File: config.mk
export PLATFORM = sky130hd
export DESIGN_NAME = ternary_mvm_sequencer
export DESIGN_NICKNAME = d
export VERILOG_FILES = /design/src/rtl/tt_ternary_pkg.sv /design/src/rtl/ternary_mac_lane.sv /design/src/rtl/ternary_mvm_sequencer.sv
export SDC_FILE = /design/constraint.sdc
export NUM_CORES = 1
export LEC_CHECK = 0
export CAP_MARGIN = 0
export CORE_MARGIN = 2
export CORE_UTILIZATION = 41
export DETAILED_ROUTE_END_ITERATION = 10
export GPL_TIMING_DRIVEN = 0
export PLACE_DENSITY_LB_ADDON = 0.12
export RECOVER_POWER = 50
export SYNTH_ARGS = -nofsm -noshare
export SYNTH_HDL_FRONTEND = slang
export SYNTH_SLANG_ARGS = --single-unit
File: constraint.sdc
create_clock -name clk -period 4.6 [get_ports clk]
set_clock_uncertainty 0.2 [all_clocks]
set_input_delay 0.69 -clock clk [delete_from_list [all_inputs] [get_ports clk]]
set_output_delay 0.69 -clock clk [all_outputs]
set_load 0.02 [all_outputs]
File: src/rtl/tt_ternary_pkg.sv
// Shared types and helpers for the ternary matrix-vector sequencer:
// ternary code points, FSM states, 8-bit saturation and ternary multiply.
package tt_ternary_pkg;

  localparam logic [1:0] T_ZERO = 2'b00;
  localparam logic [1:0] T_POS  = 2'b01;
  localparam logic [1:0] T_RSVD = 2'b10;
  localparam logic [1:0] T_NEG  = 2'b11;

  typedef enum logic [1:0] {
    IDLE  = 2'd0,
    ACCUM = 2'd1,
    OUT   = 2'd2
  } state_t;

  function automatic logic signed [7:0] sat8(input logic signed [31:0] a);
    if (a > 32'sd127)  return 8'h7F;
    if (a < -32'sd128) return 8'h80;
    return a[7:0];
  endfunction

  // Nine bits so that -(-128) is representable; reserved code decodes as zero.
  function automatic logic signed [8:0] tmul(input logic [1:0] code,
                                             input logic signed [7:0] x);
    case (code)
      T_POS:   return {x[7], x};
      T_NEG:   return -{x[7], x};
      default: return 9'sd0;
    endcase
  endfunction

endpackage

File: src/rtl/ternary_mac_lane.sv
// One output accumulator: adds two ternary products per enabled cycle,
// with a synchronous clear that has priority over the enable.
module ternary_mac_lane
  import tt_ternary_pkg::*;
#(
  parameter int ACC_WIDTH = 13
) (
  input  logic                        clk,
  input  logic                        rst_n,
  input  logic                        i_clr,
  input  logic                        i_en,
  input  logic [1:0]                  i_w_hi,
  input  logic [1:0]                  i_w_lo,
  input  logic signed [7:0]           i_x_hi,
  input  logic signed [7:0]           i_x_lo,
  output logic signed [ACC_WIDTH-1:0] o_acc
);

  logic signed [8:0]           w_p_hi;
  logic signed [8:0]           w_p_lo;
  logic signed [ACC_WIDTH-1:0] r_acc;

  assign w_p_hi = tmul(i_w_hi, i_x_hi);
  assign w_p_lo = tmul(i_w_lo, i_x_lo);

  always_ff @(posedge clk) begin
    if (!rst_n)     r_acc <= '0;
    else if (i_clr) r_acc <= '0;
    else if (i_en)  r_acc <= r_acc + ACC_WIDTH'(w_p_hi) + ACC_WIDTH'(w_p_lo);
  end

  assign o_acc = r_acc;

endmodule

File: src/rtl/ternary_mvm_sequencer.sv
// Sequences one ternary y = W^T x job: streams x two elements per beat,
// accumulates into MAX_OUT_LEN lanes, then serialises saturated bytes.
module ternary_mvm_sequencer
  import tt_ternary_pkg::*;
#(
  parameter int MAX_IN_LEN  = 16,
  parameter int MAX_OUT_LEN = 8,
  parameter int BIT_WIDTH   = 8,
  parameter int ACC_WIDTH   = BIT_WIDTH + $clog2(MAX_IN_LEN) + 1
) (
  input  logic                     clk,
  input  logic                     rst_n,
  input  logic                     start,
  input  logic                     abort,
  input  logic [2:0]               cfg_beats,
  input  logic [2:0]               cfg_out_len,
  input  logic                     vec_valid,
  input  logic [2*BIT_WIDTH-1:0]   vec_in,
  output logic [2:0]               w_row_addr,
  input  logic [4*MAX_OUT_LEN-1:0] w_row_data,
  output logic                     busy,
  output logic                     out_valid,
  output logic [BIT_WIDTH-1:0]     out_data,
  output logic                     out_last,
  output logic                     done
);

  state_t                      r_state;
  state_t                      w_next_state;
  logic [2:0]                  r_beat_cnt;
  logic [2:0]                  r_out_idx;
  logic [2:0]                  r_cfg_beats;
  logic [2:0]                  r_cfg_out_len;
  logic                        r_out_valid;
  logic                        r_out_last;
  logic                        r_done;
  logic signed [7:0]           r_out_data;
  logic                        w_clr;
  logic                        w_en;
  logic                        w_last_beat;
  logic                        w_last_out;
  logic signed [ACC_WIDTH-1:0] w_acc [MAX_OUT_LEN];

  assign w_clr       = (r_state == IDLE) && start && !abort;
  assign w_en        = (r_state == ACCUM) && vec_valid && !abort;
  assign w_last_beat = (r_beat_cnt == r_cfg_beats);
  assign w_last_out  = (r_out_idx == r_cfg_out_len);

  for (genvar j = 0; j < MAX_OUT_LEN; j++) begin : g_lane
    ternary_mac_lane #(.ACC_WIDTH(ACC_WIDTH)) u_lane (
      .clk    (clk),
      .rst_n  (rst_n),
      .i_clr  (w_clr),
      .i_en   (w_en),
      .i_w_hi (w_row_data[2*j +: 2]),
      .i_w_lo (w_row_data[2*MAX_OUT_LEN + 2*j +: 2]),
      .i_x_hi (vec_in[2*BIT_WIDTH-1:BIT_WIDTH]),
      .i_x_lo (vec_in[BIT_WIDTH-1:0]),
      .o_acc  (w_acc[j])
    );
  end

  always_comb begin
    w_next_state = r_state;
    if (abort) begin
      w_next_state = IDLE;
    end else begin
      case (r_state)
        IDLE:    if (start) w_next_state = ACCUM;
        ACCUM:   if (vec_valid && w_last_beat) w_next_state = OUT;
        OUT:     if (w_last_out) w_next_state = IDLE;
        default: w_next_state = IDLE;
      endcase
    end
  end

  // Output strobes default low each cycle; only the OUT state raises them.
  always_ff @(posedge clk) begin
    if (!rst_n) begin
      r_state       <= IDLE;
      r_beat_cnt    <= '0;
      r_out_idx     <= '0;
      r_cfg_beats   <= '0;
      r_cfg_out_len <= '0;
      r_out_valid   <= 1'b0;
      r_out_last    <= 1'b0;
      r_done        <= 1'b0;
      r_out_data    <= '0;
    end else begin
      r_state     <= w_next_state;
      r_out_valid <= 1'b0;
      r_out_last  <= 1'b0;
      r_done      <= 1'b0;
      if (!abort) begin
        case (r_state)
          IDLE: if (start) begin
            r_cfg_beats   <= cfg_beats;
            r_cfg_out_len <= cfg_out_len;
            r_beat_cnt    <= '0;
            r_out_idx     <= '0;
          end
          ACCUM: if (vec_valid) begin
            r_beat_cnt <= r_beat_cnt + 3'd1;
            if (w_last_beat) r_out_idx <= '0;
          end
          OUT: begin
            r_out_valid <= 1'b1;
            r_out_data  <= sat8(32'(w_acc[r_out_idx]));
            r_out_last  <= w_last_out;
            r_done      <= w_last_out;
            r_out_idx   <= r_out_idx + 3'd1;
          end
          default: ;
        endcase
      end
    end
  end

  assign w_row_addr = (r_state == ACCUM) ? r_beat_cnt : 3'd0;
  assign busy       = (r_state != IDLE);
  assign out_valid  = r_out_valid;
  assign out_data   = r_out_data;
  assign out_last   = r_out_last;
  assign done       = r_done;

endmodule

Word level (Yosys, flattened, before mapping)
Cells that the tools add are included.
{"block": "word_totals", "ff_bits": 128, "output_inout_bits": 15}
{"block": "op_classes", "n_addsub": 20, "order_cmp": 3, "n_eq_ne": 41, "mux": 44, "n_bitwise": 4, "reduce_logical": 18}
{"cell": "case mux 9 bit (2 select lines)", "count": 16}
{"cell": "adder 13 x 9 -> 13 bit", "count": 16}
{"cell": "binary-select mux 13 bit (select 3 bit)", "count": 1}
{"cell": "equality test 2 x 1 -> 1 bit, second input constant", "count": 17}
{"cell": "equality test 2 bit, second input constant", "count": 17}
{"cell": "two-way mux 8 bit", "count": 4}
{"cell": "two-way mux 13 bit", "count": 2}
{"cell": "negator 9 bit", "count": 2}
{"cell": "two-way mux 3 bit", "count": 5}
{"cell": "greater-than comparator 13 x 8 -> 1 bit, second input constant", "count": 1}
{"cell": "< comparator 13 x 8 -> 1 bit, second input constant", "count": 1}
{"cell": "two-way mux 1 bit", "count": 10}
{"cell": "case mux 3 bit (3 select lines)", "count": 1}
{"cell": "inequality test 2 bit, second input constant", "count": 4}
{"cell": "adder 3 x 1 -> 3 bit, second input constant", "count": 2}
{"cell": "equality test 3 bit", "count": 2}
{"cell": "two-way mux 2 bit", "count": 3}
{"cell": "case mux 2 bit (3 select lines)", "count": 1}
{"cell": "case mux 3 bit (2 select lines)", "count": 1}
{"cell": "AND reduction 3 bit", "count": 2}
{"cell": "logical AND 1 bit", "count": 5}
{"cell": "AND reduction 5 bit", "count": 1}
{"cell": "greater-or-equal comparator 4 bit, second input constant", "count": 1}
{"cell": "NOT 3 -> 4 bit", "count": 1}
{"cell": "other kinds (10)", "count": 14}

Logic depth before layout (Yosys ltp)
{"block": "logic_depth", "word_depth": 15, "depth_mapped": 18}

Modules after synthesis
From an unflattened synthesis, not the netlist that was laid out.
{"block": "unflattened", "cells_unflattened": 1668, "hier_area_um2": 15117.0}
{"module": "ternary_mac_lane (g_lane[5].u_lane ...)", "n_inst": 3, "cells_per_inst": 182, "area_each_um2": 1640.3, "seq_area_each_um2": 260.2}
{"module": "ternary_mac_lane (g_lane[0].u_lane ...)", "n_inst": 2, "cells_per_inst": 188, "area_each_um2": 1657.8, "seq_area_each_um2": 260.2}
{"module": "ternary_mac_lane (g_lane[3].u_lane ...)", "n_inst": 2, "cells_per_inst": 190, "area_each_um2": 1655.3, "seq_area_each_um2": 260.2}
{"module": "ternary_mvm_sequencer", "n_inst": 1, "cells_per_inst": 176, "area_each_um2": 1934.4, "seq_area_each_um2": 480.5}
{"module": "ternary_mac_lane (g_lane[2].u_lane)", "n_inst": 1, "cells_per_inst": 190, "area_each_um2": 1635.3, "seq_area_each_um2": 260.2}

Worst setup path before layout
No wires, ideal clock.
{"block": "synth_path", "kind": "input-to-reg", "from": "input port vec_in[2]", "to": "register g_lane[6].u_lane.r_acc[12]", "arrival_ns": 4.647, "setup_slack_ns": -0.375, "path_stages": 18, "path_cell_list": "buf_6 or3_1 buf_2 or3_1 buf_2 nor3_4 xnor2_1 a21o_1 nand2_1 fa_1 inv_1 ha_1 a2111oi_0 o21ai_0 a2111oi_0 nor4_1 o21ai_0 o31ai_1"}
{"block": "synth_via", "elab_chain_cells": 3}
{"item": "start: declaration", "line_no": "ternary_mvm_sequencer.sv:18", "source": "input logic [2*BIT_WIDTH-1:0] vec_in,"}
{"item": "negator 9 bit", "line_no": "tt_ternary_pkg.sv:27", "source": "T_NEG: return -{x[7], x};"}
{"item": "case mux 9 bit (2 select lines) *", "line_no": "tt_ternary_pkg.sv:25", "source": "case (code)"}
{"item": "adder 13 x 9 -> 13 bit *", "line_no": "ternary_mac_lane.sv:29", "source": "else if (i_en) r_acc <= r_acc + ACC_WIDTH'(w_p_hi) + ACC_WIDTH'(w_p_lo);"}
{"item": "end signal: assignment", "line_no": "ternary_mac_lane.sv:29"}
{"item": "end: declaration", "line_no": "ternary_mac_lane.sv:21", "source": "logic signed [ACC_WIDTH-1:0] r_acc;"}
Mark *: on every way between the ends. The rest lies on a longest branch, timed or not.
A chain may end at the register's enable or synchronous reset.

Worst setup path after layout
{"block": "layout_path", "from": "input port vec_in[10]", "to": "register g_lane[1].u_lane.r_acc[12]"}
{"block": "layout_via", "elab_chain_cells": 4}
{"item": "negator 9 bit", "line_no": "tt_ternary_pkg.sv:27"}
{"item": "case mux 9 bit (2 select lines) *", "line_no": "tt_ternary_pkg.sv:25"}
{"item": "adder 13 x 9 -> 13 bit * (2 in series)", "line_no": "ternary_mac_lane.sv:29"}
{"item": "end signal: assignment", "line_no": "ternary_mac_lane.sv:29"}
{"item": "end: declaration", "line_no": "ternary_mac_lane.sv:21"}
Marks and branches as above.

==> out/results.tsv <==
stage	metric	value	unit
synth	async_flop_share	0	%
synth	synth_edf_count	0	
power_and_ir_drop	p_comb_share	32.7	%
power_and_ir_drop	swShare	35.3	%
drt	vias	13000	
die	coreArea	0.0345	mm2
sta	finalCritPeriodShare	98.2	%
clock_tree	root_buffer	clkbuf_16	
critical_path	start_kind	input port	
clock_tree	clock-sinks	128	
critical_path	rrSetupSlack	820	ps
global_route	grt.total_usage	27.0	%
synth	synth_commonest_cells	nand2_1 (346), inv_1 (167), a21oi_1 (142), dfxtp_1 (128), xnor2_1 (123)	
sta	relSlewSlack	25.8	%
place	pre_cts_slack	-2060	ps
die	start_util	41.5	%
final_layout	layout.nets	2164	
global_route	grt_pass1_wl	73.3	mm
global_route	grt_pass1_vias	12900	
synth	synth-seq-cells	128	
drt	wl_per_cell	20.3	um
place	placed_area	0.0153	mm2
global_route	grt_overflow	0	
synth	synth.top_cell.area_share	17.9	%
flow_run	cap_violations	0	
critical_path	cp-end-kind	flip-flop	
sta	grt_setup_unrepaired	true	
synth	synth_fp_nets	2101	
critical_path	cp_data_required_time	4720	ps
die	die_w	191	um
drt	routed_wl	48.2	mm
sta	clock.fmax	221	MHz
place	dp_hpwl	38.9	mm
power_and_ir_drop	power_frac_seq	29.8	%
sta	min_period	4520	ps
final_layout	layout-drive-gt1-share	8.25	%
critical_path	startpoint	vec_in[10]	
synth	syn-cell-area	0.0143	mm2
status	status	completed	
place	io_buffers	30	
drt	drt_iter0_drc	949	
critical_path	worstPathArrival	4640	ps
die	io_pins	74	
synth	synth_area_per_cell	7.79	um2
synth	ys.flop_type	dfxtp_1	
sta	drv_slew	0	
synth	yosysSeqAreaShare	17.9	%
die	die-area	0.0364	mm2
min_path	min_path_type	reg -> reg	
synth	syn_inst	1838	
critical_path	r2r-start	r_state[0]	
drt	drc	0	
clock_tree	cts_inserted_buffers	17	
clock_tree	tritoncts	done	
drt	ant_nets	0	
place	gp_congestion	0.904	
synth	synth_cell_types	57	
clock_tree	clkLatencyLatePin	450	ps
critical_path	cp_max_fo	10	
power_and_ir_drop	p_clk_share	37.5	%
sta	hold_viol	0	
power_and_ir_drop	power_leakage	0.00721	uW
power_and_ir_drop	switchingPower	1350	uW
global_route	antenna_found_initial	0	
power_and_ir_drop	fin_total_pwr	3830	uW
clock_tree	ctsHtreeMaxLevel	4	
die	rows	68	
sta	worst_pin_slew	1110	ps
critical_path	crit_type	in -> reg	
power_and_ir_drop	intPower	2480	uW
die	die_h	191	um
final_layout	finalNonFillerCells	2369	
drt	post_drt_via_cell_ratio	5.50	
place	dp.cells	2323	
power_and_ir_drop	vdd_drop_max	266	uV
drt	firstDrtPassIters	6	
sta	setup_viol	0	
min_path	holdCritStartpoint	g_lane[1].u_lane.o_acc[6]	
global_route	grt_max_degree	17	
clock_tree	clockBufferDepth	2	
synth	synthTopCellsByArea	dfxtp_1 (18%), fa_1 (15%), nand2_1 (9.1%)	
final_layout	syn2layout_area_growth	13.9	%
final_layout	antenna_cells	0	
sta	fin_ws	84.1	ps
clock_tree	clk_pin_slew	60	ps
synth	ys_warn_count	0	
final_layout	fillCellCount	3555	
synth	yosysMostFrequentCell	nand2_1	
synth	yosys.area.top_type	dfxtp_1	
final_layout	fin_area	0.0163	mm2
power_and_ir_drop	power.density	235	mW/mm2
final cells by class:
cell class,count,area (um2),share of cell area (%)
clock buffer,19,433,2.65
multi-input combinational,1437,11000,67.7
timing repair buffer,53,479,2.94
tap,455,569,3.49
clock inverter,13,164,1.00
sequential,128,2560,15.7
inverter,168,633,3.88
buffer,96,427,2.62
state kept, by name (all words and copies together), names as in the netlist:
signal and cells:
r_beat_cnt 3, done 1, r_state 2, r_cfg_out_len 3, r_out_idx 3, g_lane.u_lane.o_acc 104
out_data 8, out_valid 1, r_cfg_beats 3
stage by stage:
stage | TNS [ps] | util [%] | hold slack [ps]
6_report | 0 | 47.3 | 253
5_1_grt | -47.0 | 47.3 | 272
3_3_place_gp | -76420 | 44.3 | 240
2_1_floorplan | -85.9 | - | 232
3_5_place_dp | -77970 | 44.3 | 246
4_1_cts | 0 | 46.7 | 256
kinds of logic (layout without fill, tap and decap cells):
kind of cell	after synthesis	after routing	share of synthesized area, %
AO/OA/AOI/OAI	389	389	16.5
AND/OR/NAND/NOR	652	652	20.8
XOR/XNOR	146	146	8.93
flip-flops	128	128	17.9
multiplexers	46	46	5.17
adder cells (fa/ha/maj)	204	204	23.3
buffers and inverters	273	349	7.43
routing by layer:
layer  vias to the layer above  routed length, um  track usage [%]
li1                       6259                  -                -
met1                      6359              21800             36.7
met2                       358              22400             44.7
met3                        60               2590             3.33
met4                         0               1420             8.53
met5                         -                  0                0
layout by cell type (no fill, tap or decap), drive strengths merged, types with 4 or more instances in the layout:
master and n:
clkbuf 92, nor2 86, dlygate4sd3 17, a2111oi 8
ha 100, a21o 37, or3 10, xnor2 123
a211oi 38, nor2b 50, nand3 36, a31oi 11
clkinvlp 5, o31ai 8, fa 104, nor4 6
a21boi 7, clkdlybuf4s50 9, a21oi 142, mux4 22
o21bai 12, mux2i 21, clkinv 5, xor2 23
nand2 346, nor3 34, and2 25, and3 17
dfxtp 128, buf 50, o221ai 4, nand2b 22
and4 6, inv 168, o211ai 7, o21ai 93
o211a 5
power by group through the flow:
stage	clock network [uW]	registers (uW)	logic (uW)
final	1440	1140	1250
after global routing	1500	1140	1400
after CTS	1460	1140	1220
after detailed placement	0	1160	1190
after global placement	0	1160	1170
after floorplan	0	1160	899
worst max-delay path: stages:
cell and delay (ps):
buf_12 130, or3_4 460, or3_4 410, buf_8 140, nor3_4 200, xnor2_4 230
a21o_1 170, nand2_1 60, fa_1 520, inv_2 50, ha_4 260, a2111oi_4 320
o21ai_2 160, a2111oi_4 460, nor4_2 100, o21ai_1 170, o31ai_1 80
path summary, 6_finish.rpt:
path | to | cells past startpoint
setup / recovery | g_lane[1].u_lane.o_acc[12] | 17
hold / removal | g_lane[1].u_lane.o_acc[6] | 2
setup reg to reg | g_lane[0].u_lane.o_acc[7] | 8
hold reg to reg | g_lane[1].u_lane.o_acc[6] | 2
timing repair:
action	in CTS	in global routing
resized for setup	65	48
hold buffers	0	0
pin swaps	9	17
endpoints found under the setup margin	56	29
setup buffers	7	16
Power figures use the tool's default switching activity.
